File: config.mk
export PLATFORM = sky130hd
export DESIGN_NAME = fuzz_vector_sequencer
export DESIGN_NICKNAME = d
export VERILOG_FILES = /design/src/rtl/fuzz_vector_sequencer.sv
export SDC_FILE = /design/constraint.sdc
export NUM_CORES = 2
export LEC_CHECK = 0
export BUFFER_PORTS_ARGS = -buffer_cell sky130_fd_sc_hd__buf_2
export CAP_MARGIN = 30
export CORE_MARGIN = 4
export CORE_UTILIZATION = 54
export CTS_BUF_LIST = sky130_fd_sc_hd__clkbuf_4 sky130_fd_sc_hd__clkbuf_8
export DETAILED_ROUTE_END_ITERATION = 10
export PLACE_DENSITY = 0.74
export SYNTH_ARGS = -nofsm -noshare
export SYNTH_HDL_FRONTEND = slang
export SYNTH_SLANG_ARGS = --single-unit
export TNS_END_PERCENT = 10
File: constraint.sdc
create_clock -name clk -period 10.15 [get_ports clk]
set_clock_uncertainty 0.15 [all_clocks]
set_input_delay 1.015 -clock clk [delete_from_list [all_inputs] [get_ports clk]]
set_output_delay 1.015 -clock clk [all_outputs]
set_load 0.02 [all_outputs]
File: src/rtl/fuzz_vector_sequencer.sv
// fuzz_vector_sequencer: buffers stimulus vectors, replays them onto a fuzz DUT, captures y, optional MISR (macro FUZZ_SEQ_MISR_EN); ports: clk, rst, load_valid/ready/data, clear, start, busy, done, dut_in, dut_out, cap_valid/data, sig
module fuzz_vector_sequencer #(
  parameter int VEC_W = 64,
  parameter int OUT_W = 199,
  parameter int DEPTH = 32,
  parameter int SETTLE = 1
) (
  input  logic             clk,
  input  logic             rst,
  input  logic             load_valid,
  output logic             load_ready,
  input  logic [VEC_W-1:0] load_data,
  input  logic             clear,
  input  logic             start,
  output logic             busy,
  output logic             done,
  output logic [VEC_W-1:0] dut_in,
  input  logic [OUT_W-1:0] dut_out,
  output logic             cap_valid,
  output logic [OUT_W-1:0] cap_data,
  output logic [31:0]      sig
);
  localparam int AW = $clog2(DEPTH);
  localparam int CW = AW + 1;
  localparam int SW = SETTLE > 1 ? $clog2(SETTLE) : 1;
  typedef enum logic [2:0] {S_IDLE, S_APPLY, S_SETTLE, S_CAPTURE, S_DONE} state_t;
  state_t state, state_n;
  logic [VEC_W-1:0] mem [DEPTH];
  logic [AW-1:0] wptr;
  logic [CW-1:0] count, len, idx;
  logic [SW-1:0] scnt;
  logic accept, go, run_go, last;
  assign load_ready = state == S_IDLE && count < CW'(DEPTH);
  assign accept = load_valid && load_ready && !clear;
  assign go = state == S_IDLE && start && !clear;
  // a load accepted alongside start joins the run, so an empty buffer plus a load is not an empty run
  assign run_go = go && (count != '0 || accept);
  assign last = idx == len - 1'b1;
  assign done = state == S_DONE;
  always_ff @(posedge clk)
    state <= rst ? S_IDLE : state_n;
  always_comb begin
    state_n = state;
    case (state)
      S_IDLE:    state_n = go ? (run_go ? S_APPLY : S_DONE) : S_IDLE;
      S_APPLY:   state_n = SETTLE == 0 ? S_CAPTURE : S_SETTLE;
      S_SETTLE:  state_n = 32'(scnt) == SETTLE - 1 ? S_CAPTURE : S_SETTLE;
      S_CAPTURE: state_n = last ? S_DONE : S_APPLY;
      default:   state_n = S_IDLE;
    endcase
  end
  always_ff @(posedge clk)
    if (accept) mem[wptr] <= load_data;
  always_ff @(posedge clk) begin
    if (rst) begin
      wptr <= '0;
      count <= '0;
      len <= '0;
      idx <= '0;
      scnt <= '0;
      busy <= 1'b0;
      cap_valid <= 1'b0;
      cap_data <= '0;
      dut_in <= '0;
    end else begin
      cap_valid <= state == S_CAPTURE;
      scnt <= state == S_SETTLE ? scnt + 1'b1 : '0;
      if (clear && state == S_IDLE) begin
        wptr <= '0;
        count <= '0;
      end else if (accept) begin
        wptr <= wptr + 1'b1;
        count <= count + 1'b1;
      end
      if (go) begin
        len <= count + CW'(accept);
        idx <= '0;
      end
      if (run_go) busy <= 1'b1;
      else if (state == S_DONE) busy <= 1'b0;
      if (state == S_APPLY) dut_in <= mem[idx[AW-1:0]];
      if (state == S_CAPTURE) begin
        cap_data <= dut_out;
        if (!last) idx <= idx + 1'b1;
      end
    end
  end
`ifdef FUZZ_SEQ_MISR_EN
  localparam int NCH = (OUT_W + 31) / 32;
  logic [NCH*32-1:0] ext;
  logic [31:0] fold;
  always_comb begin
    ext = '0;
    ext[OUT_W-1:0] = dut_out;
    fold = '0;
    for (int i = 0; i < NCH; i++) fold = fold ^ ext[i*32+:32];
  end
  always_ff @(posedge clk) begin
    if (rst || run_go) sig <= '0;
    else if (state == S_CAPTURE) sig <= {sig[30:0], sig[31] ^ sig[21] ^ sig[1] ^ sig[0]} ^ fold;
  end
`else
  assign sig = '0;
`endif
endmodule
==> impl_summary.log <==
[metrics] Layout Cell Area excl Fill: 0.102 mm²
[metrics] drt wl/cell: 29.4 µm
[metrics] critical path endpoint category: register
[metrics] hold crit path type: in -> reg
[metrics] Final setup violation count: 0
[metrics] port buffer count: 534
[metrics] dominant register cell in the synthesized netlist: sky130_fd_sc_hd__edfxtp_1
[metrics] fraction of final layout cells sized beyond drive strength 1: 26.1%
[metrics] total wire length after detailed routing: 242 mm
[metrics] final weighted congestion in routability-driven placement: 0.894
[metrics] Total Die Area: 0.171 mm²
[metrics] unrepaired setup endpoints after global routing: false
[metrics] Max Cap Viol: 0
[metrics] cell-by-cell listing of the critical path: buf_4, buf_4, buf_4, mux4_2, mux4_2, a21oi_1, nor3_1
[metrics] mean instance size in the synthesized netlist: 17.8 µm²
[metrics] unique cell type count in the Yosys netlist: 51
[metrics] Clock Sink Count: 2340
[metrics] remaining global-route overflow: 0
[metrics] post-synth design cell area: 0.0887 mm²
[metrics] leakage power figure: 32.3 nW
[metrics] Worst Reg-to-Reg Cells: 7
[metrics] Post-Synthesis Cells: 4976
[metrics] vias in the first global route: 48908
[metrics] clock-pin slew on the worst setup and hold paths: 0.06 ns
[metrics] start point of the worst hold path: dut_out[153]
[metrics] Slew headroom: 23.1%
[metrics] total via count in the routed design: 49765
[metrics] Synth Register Bits: 2340
[metrics] initial antenna violation count: 34
[metrics] wire length of the first global-routing pass: 343 mm
[metrics] area growth from synthesis to final layout: 14.9%
[metrics] number of failing hold endpoints at the final stage: 0
[metrics] detailed-placement wirelength estimate: 141 mm
[metrics] Critical R2R Capture: dut_in[41]
[metrics] initial standard-cell utilization of the core: 54.4%
[metrics] maximum clock insertion buffer count: 4
[metrics] arrival time of data at the critical path endpoint: 5.50 ns
[metrics] Die W: 413 µm
[metrics] worst slew pin tran: 1.15 ns
[metrics] instance count along the most critical hold path: 3
[metrics] power density over cell area: 185 mW/mm²
[metrics] WP data required: 10.89 ns
[metrics] achievable frequency: 210 MHz
[metrics] YS warnings: 0
[metrics] Clock Latency Late Sink: 1.07 ns
[metrics] Antenna Violating Nets Remaining: 0
[metrics] vertical extent of the die: 413 µm
[metrics] final layout net count: 6033
[metrics] H-Tree Depth: 5
[metrics] source of the worst register-to-register timing path: idx[1]
[metrics] Pre-Repair DR Iteration Count: 5
[metrics] Placement Cell Area: 0.0937 mm²
[metrics] setup TNS: 0 ns
[metrics] Via-to-Cell Ratio: 6.05
[metrics] final clock period utilization by the worst path: 46.9%
[metrics] Max stage delay on crit path: 0.86 ns
[metrics] slowest cell on the critical path: sky130_fd_sc_hd__buf_4
[metrics] standard-cell rows: 148
[metrics] Hold Crit Endpoint: cap_data[153]
[metrics] highest ir drop seen on vdd: 0.178 mV
[metrics] Post-synth ARST share: 0%
[metrics] Max Transition Viols Final: 0
[metrics] most frequent cell on the critical path: sky130_fd_sc_hd__buf_4
[metrics] path type of the worst setup path: reg -> reg
[metrics] DRC violation count after routing: 0
[metrics] largest net degree at the start of global routing: 134
[metrics] post-route minimum period: 4.76 ns
[metrics] TritonCTS clock tree: done
[metrics] number of enable-type register cells in the synthesized netlist: 2048
[metrics] clock buffers created by TritonCTS: 375
[metrics] CTS root buffer: sky130_fd_sc_hd__clkbuf_8
[metrics] count of boundary I/O pins: 567
[metrics] drt initial violations: 5899
[metrics] share of synthesized area occupied by flip-flops and latches: 76.0%
[metrics] GR Util All Layers: 28.0%
[metrics] FF-to-FF setup slack: 5.39 ns
[metrics] run status: finished clean
[metrics] Setup crit start kind: register
[metrics] placeable core region: 0.163 mm²
[metrics] CP max FO: 67
==> per-layer routing <==
layer | share of wire, % | GRT usage [%] | up-vias | wire, µm
li1 | - | - | 21173 | -
met1 | 37 | 36.4 | 25367 | 88200
met4 | 4.0 | 11.4 | 10 | 9750
met5 | 0.028 | 0 | - | 67
met3 | 10 | 7.20 | 452 | 25300
met2 | 49 | 45.5 | 2763 | 118000
==> state kept, by name, summed over array words and instances, names as in the netlist <==
signal     cells
scnt           1
busy           1
state          3
cap_data     199
idx            6
mem         2048
len            6
wptr           5
count          6
dut_in        64
cap_valid      1
==> power breakdown <==
group | internal (mW) | switching (mW)
sequential | 10.5 | 0.0330
combinational | 0.143 | 0.361
clock | 4.27 | 3.54
==> how the worst max path moves through the flow <==
| stage | from | to | slack [ns] |
|---|---|---|---|
| after floorplan | state[1] | mem[12][0] | 4.68 |
| after global placement | idx[1] | dut_in[33] | 5.42 |
| after detailed placement | idx[1] | dut_in[33] | 5.40 |
| after CTS | idx[1] | dut_in[41] | 5.38 |
| after global routing | idx[1] | dut_in[33] | 5.22 |
| final | idx[1] | dut_in[41] | 5.39 |
==> placed cells by master (no fill, tap or decap), types with 3 or more instances in the layout <==
| cell type | count |
|---|---|
| sky130_fd_sc_hd__buf_4 | 75 |
| sky130_fd_sc_hd__nor2_4 | 33 |
| sky130_fd_sc_hd__inv_1 | 7 |
| sky130_fd_sc_hd__a211oi_1 | 5 |
| sky130_fd_sc_hd__o21ai_0 | 4 |
| sky130_fd_sc_hd__o22ai_1 | 254 |
| sky130_fd_sc_hd__conb_1 | 32 |
| sky130_fd_sc_hd__xnor2_1 | 8 |
| sky130_fd_sc_hd__mux4_2 | 320 |
| sky130_fd_sc_hd__dfxtp_1 | 287 |
| sky130_fd_sc_hd__diode_2 | 13 |
| sky130_fd_sc_hd__nand3_1 | 6 |
| sky130_fd_sc_hd__nor2_1 | 150 |
| sky130_fd_sc_hd__nor3_1 | 163 |
| sky130_fd_sc_hd__dfxtp_4 | 5 |
| sky130_fd_sc_hd__clkbuf_4 | 131 |
| sky130_fd_sc_hd__nand2_1 | 416 |
| sky130_fd_sc_hd__bufinv_16 | 7 |
| sky130_fd_sc_hd__mux2i_1 | 513 |
| sky130_fd_sc_hd__clkinv_2 | 30 |
| sky130_fd_sc_hd__buf_16 | 6 |
| sky130_fd_sc_hd__edfxtp_1 | 2048 |
| sky130_fd_sc_hd__nand3b_1 | 5 |
| sky130_fd_sc_hd__buf_12 | 9 |
| sky130_fd_sc_hd__clkinv_1 | 77 |
| sky130_fd_sc_hd__xor2_1 | 13 |
| sky130_fd_sc_hd__buf_2 | 533 |
| sky130_fd_sc_hd__nand4_1 | 4 |
| sky130_fd_sc_hd__nor2b_1 | 30 |
| sky130_fd_sc_hd__clkbuf_8 | 400 |
| sky130_fd_sc_hd__dlygate4sd3_1 | 89 |
| sky130_fd_sc_hd__clkinvlp_4 | 8 |
| sky130_fd_sc_hd__o211ai_1 | 4 |
| sky130_fd_sc_hd__a31oi_1 | 3 |
| sky130_fd_sc_hd__nand2b_4 | 3 |
| sky130_fd_sc_hd__o31ai_1 | 35 |
| sky130_fd_sc_hd__ha_1 | 10 |
| sky130_fd_sc_hd__a21oi_1 | 268 |
| sky130_fd_sc_hd__nand2b_1 | 4 |
==> synthesized netlist by cell type, types with 3 or more instances <==
library cell	instances	area, µm²
sky130_fd_sc_hd__xor2_1	13	114
sky130_fd_sc_hd__o31ai_1	35	263
sky130_fd_sc_hd__nor4_1	3	18.8
sky130_fd_sc_hd__a31oi_1	3	18.8
sky130_fd_sc_hd__inv_1	7	26.3
sky130_fd_sc_hd__clkbuf_1	183	687
sky130_fd_sc_hd__mux2i_1	513	5130
sky130_fd_sc_hd__nor2_1	183	687
sky130_fd_sc_hd__dfxtp_1	292	5850
sky130_fd_sc_hd__a21oi_1	268	1340
sky130_fd_sc_hd__o21ai_0	4	20.0
sky130_fd_sc_hd__buf_4	83	623
sky130_fd_sc_hd__mux4_2	320	7210
sky130_fd_sc_hd__nor3_1	163	816
sky130_fd_sc_hd__buf_6	4	45.0
sky130_fd_sc_hd__buf_2	44	220
sky130_fd_sc_hd__nand3b_1	5	37.5
sky130_fd_sc_hd__o22ai_1	254	1590
sky130_fd_sc_hd__nand2_1	419	1570
sky130_fd_sc_hd__edfxtp_1	2048	61500
sky130_fd_sc_hd__o211ai_1	4	30.0
sky130_fd_sc_hd__nor2b_1	30	188
sky130_fd_sc_hd__nand2b_1	8	50.1
sky130_fd_sc_hd__nand4_1	4	25.0
sky130_fd_sc_hd__a211oi_1	5	37.5
sky130_fd_sc_hd__nand3_1	6	30.0
sky130_fd_sc_hd__xnor2_1	8	70.1
sky130_fd_sc_hd__ha_1	10	125
sky130_fd_sc_hd__buf_1	28	105
==> cell type report <==
class / count / area (µm²)
tap: 2175 / 2720
timing repair buffer: 713 / 4480
antenna: 13 / 32.5
clock buffer: 531 / 6490
inverter: 7 / 26.3
fill: 11183 / 61100
clock inverter: 124 / 727
multi-input combinational: 2318 / 20000
sequential: 2340 / 67400
==> worst max-delay path, delay by kind of cell, from the launching register on <==
kind / cells / cell delay (ns)
compound gates: 1 / 0.18
buf+inv: 3 / 2.32
flops: 1 / 0.77
mux: 2 / 0.92
simple gates: 1 / 0.06
==> logic make-up after synthesis <==
kind of cell             synth area share (%)
multiplexers                             13.9
other                                 0.00423
XOR/XNOR                                0.207
AND/OR/NAND/NOR                          4.02
adder cells (fa/ha/maj)                 0.141
buffers and inverters                    1.92
AO/OA/AOI/OAI                            3.81
flip-flops                               76.0
==> per-stage QoR <==
stage	instances	setup WS (ns)	hold slack (ns)	total power, mW	util, %
finish	8221	5.39	0.106	18.9	62.5
global route	8218	5.22	0.0379	19.5	62.5
CTS	8206	5.38	0.0000542	19.0	62.5
detailed placement	7462	5.40	0.296	11.2	57.5
global placement	7453	5.42	0.288	11.2	57.4
floorplan	5007	4.68	0.313	10.9	-
==> what timing repair did <==
action                                  in CTS  in global routing
gates resized for setup                      0                  0
hold buffers                                89                  0
endpoints found under the setup margin       0                  0
setup buffers                                0                  0
endpoints found under the hold margin       89                  0
Power figures use the tool's default switching activity.
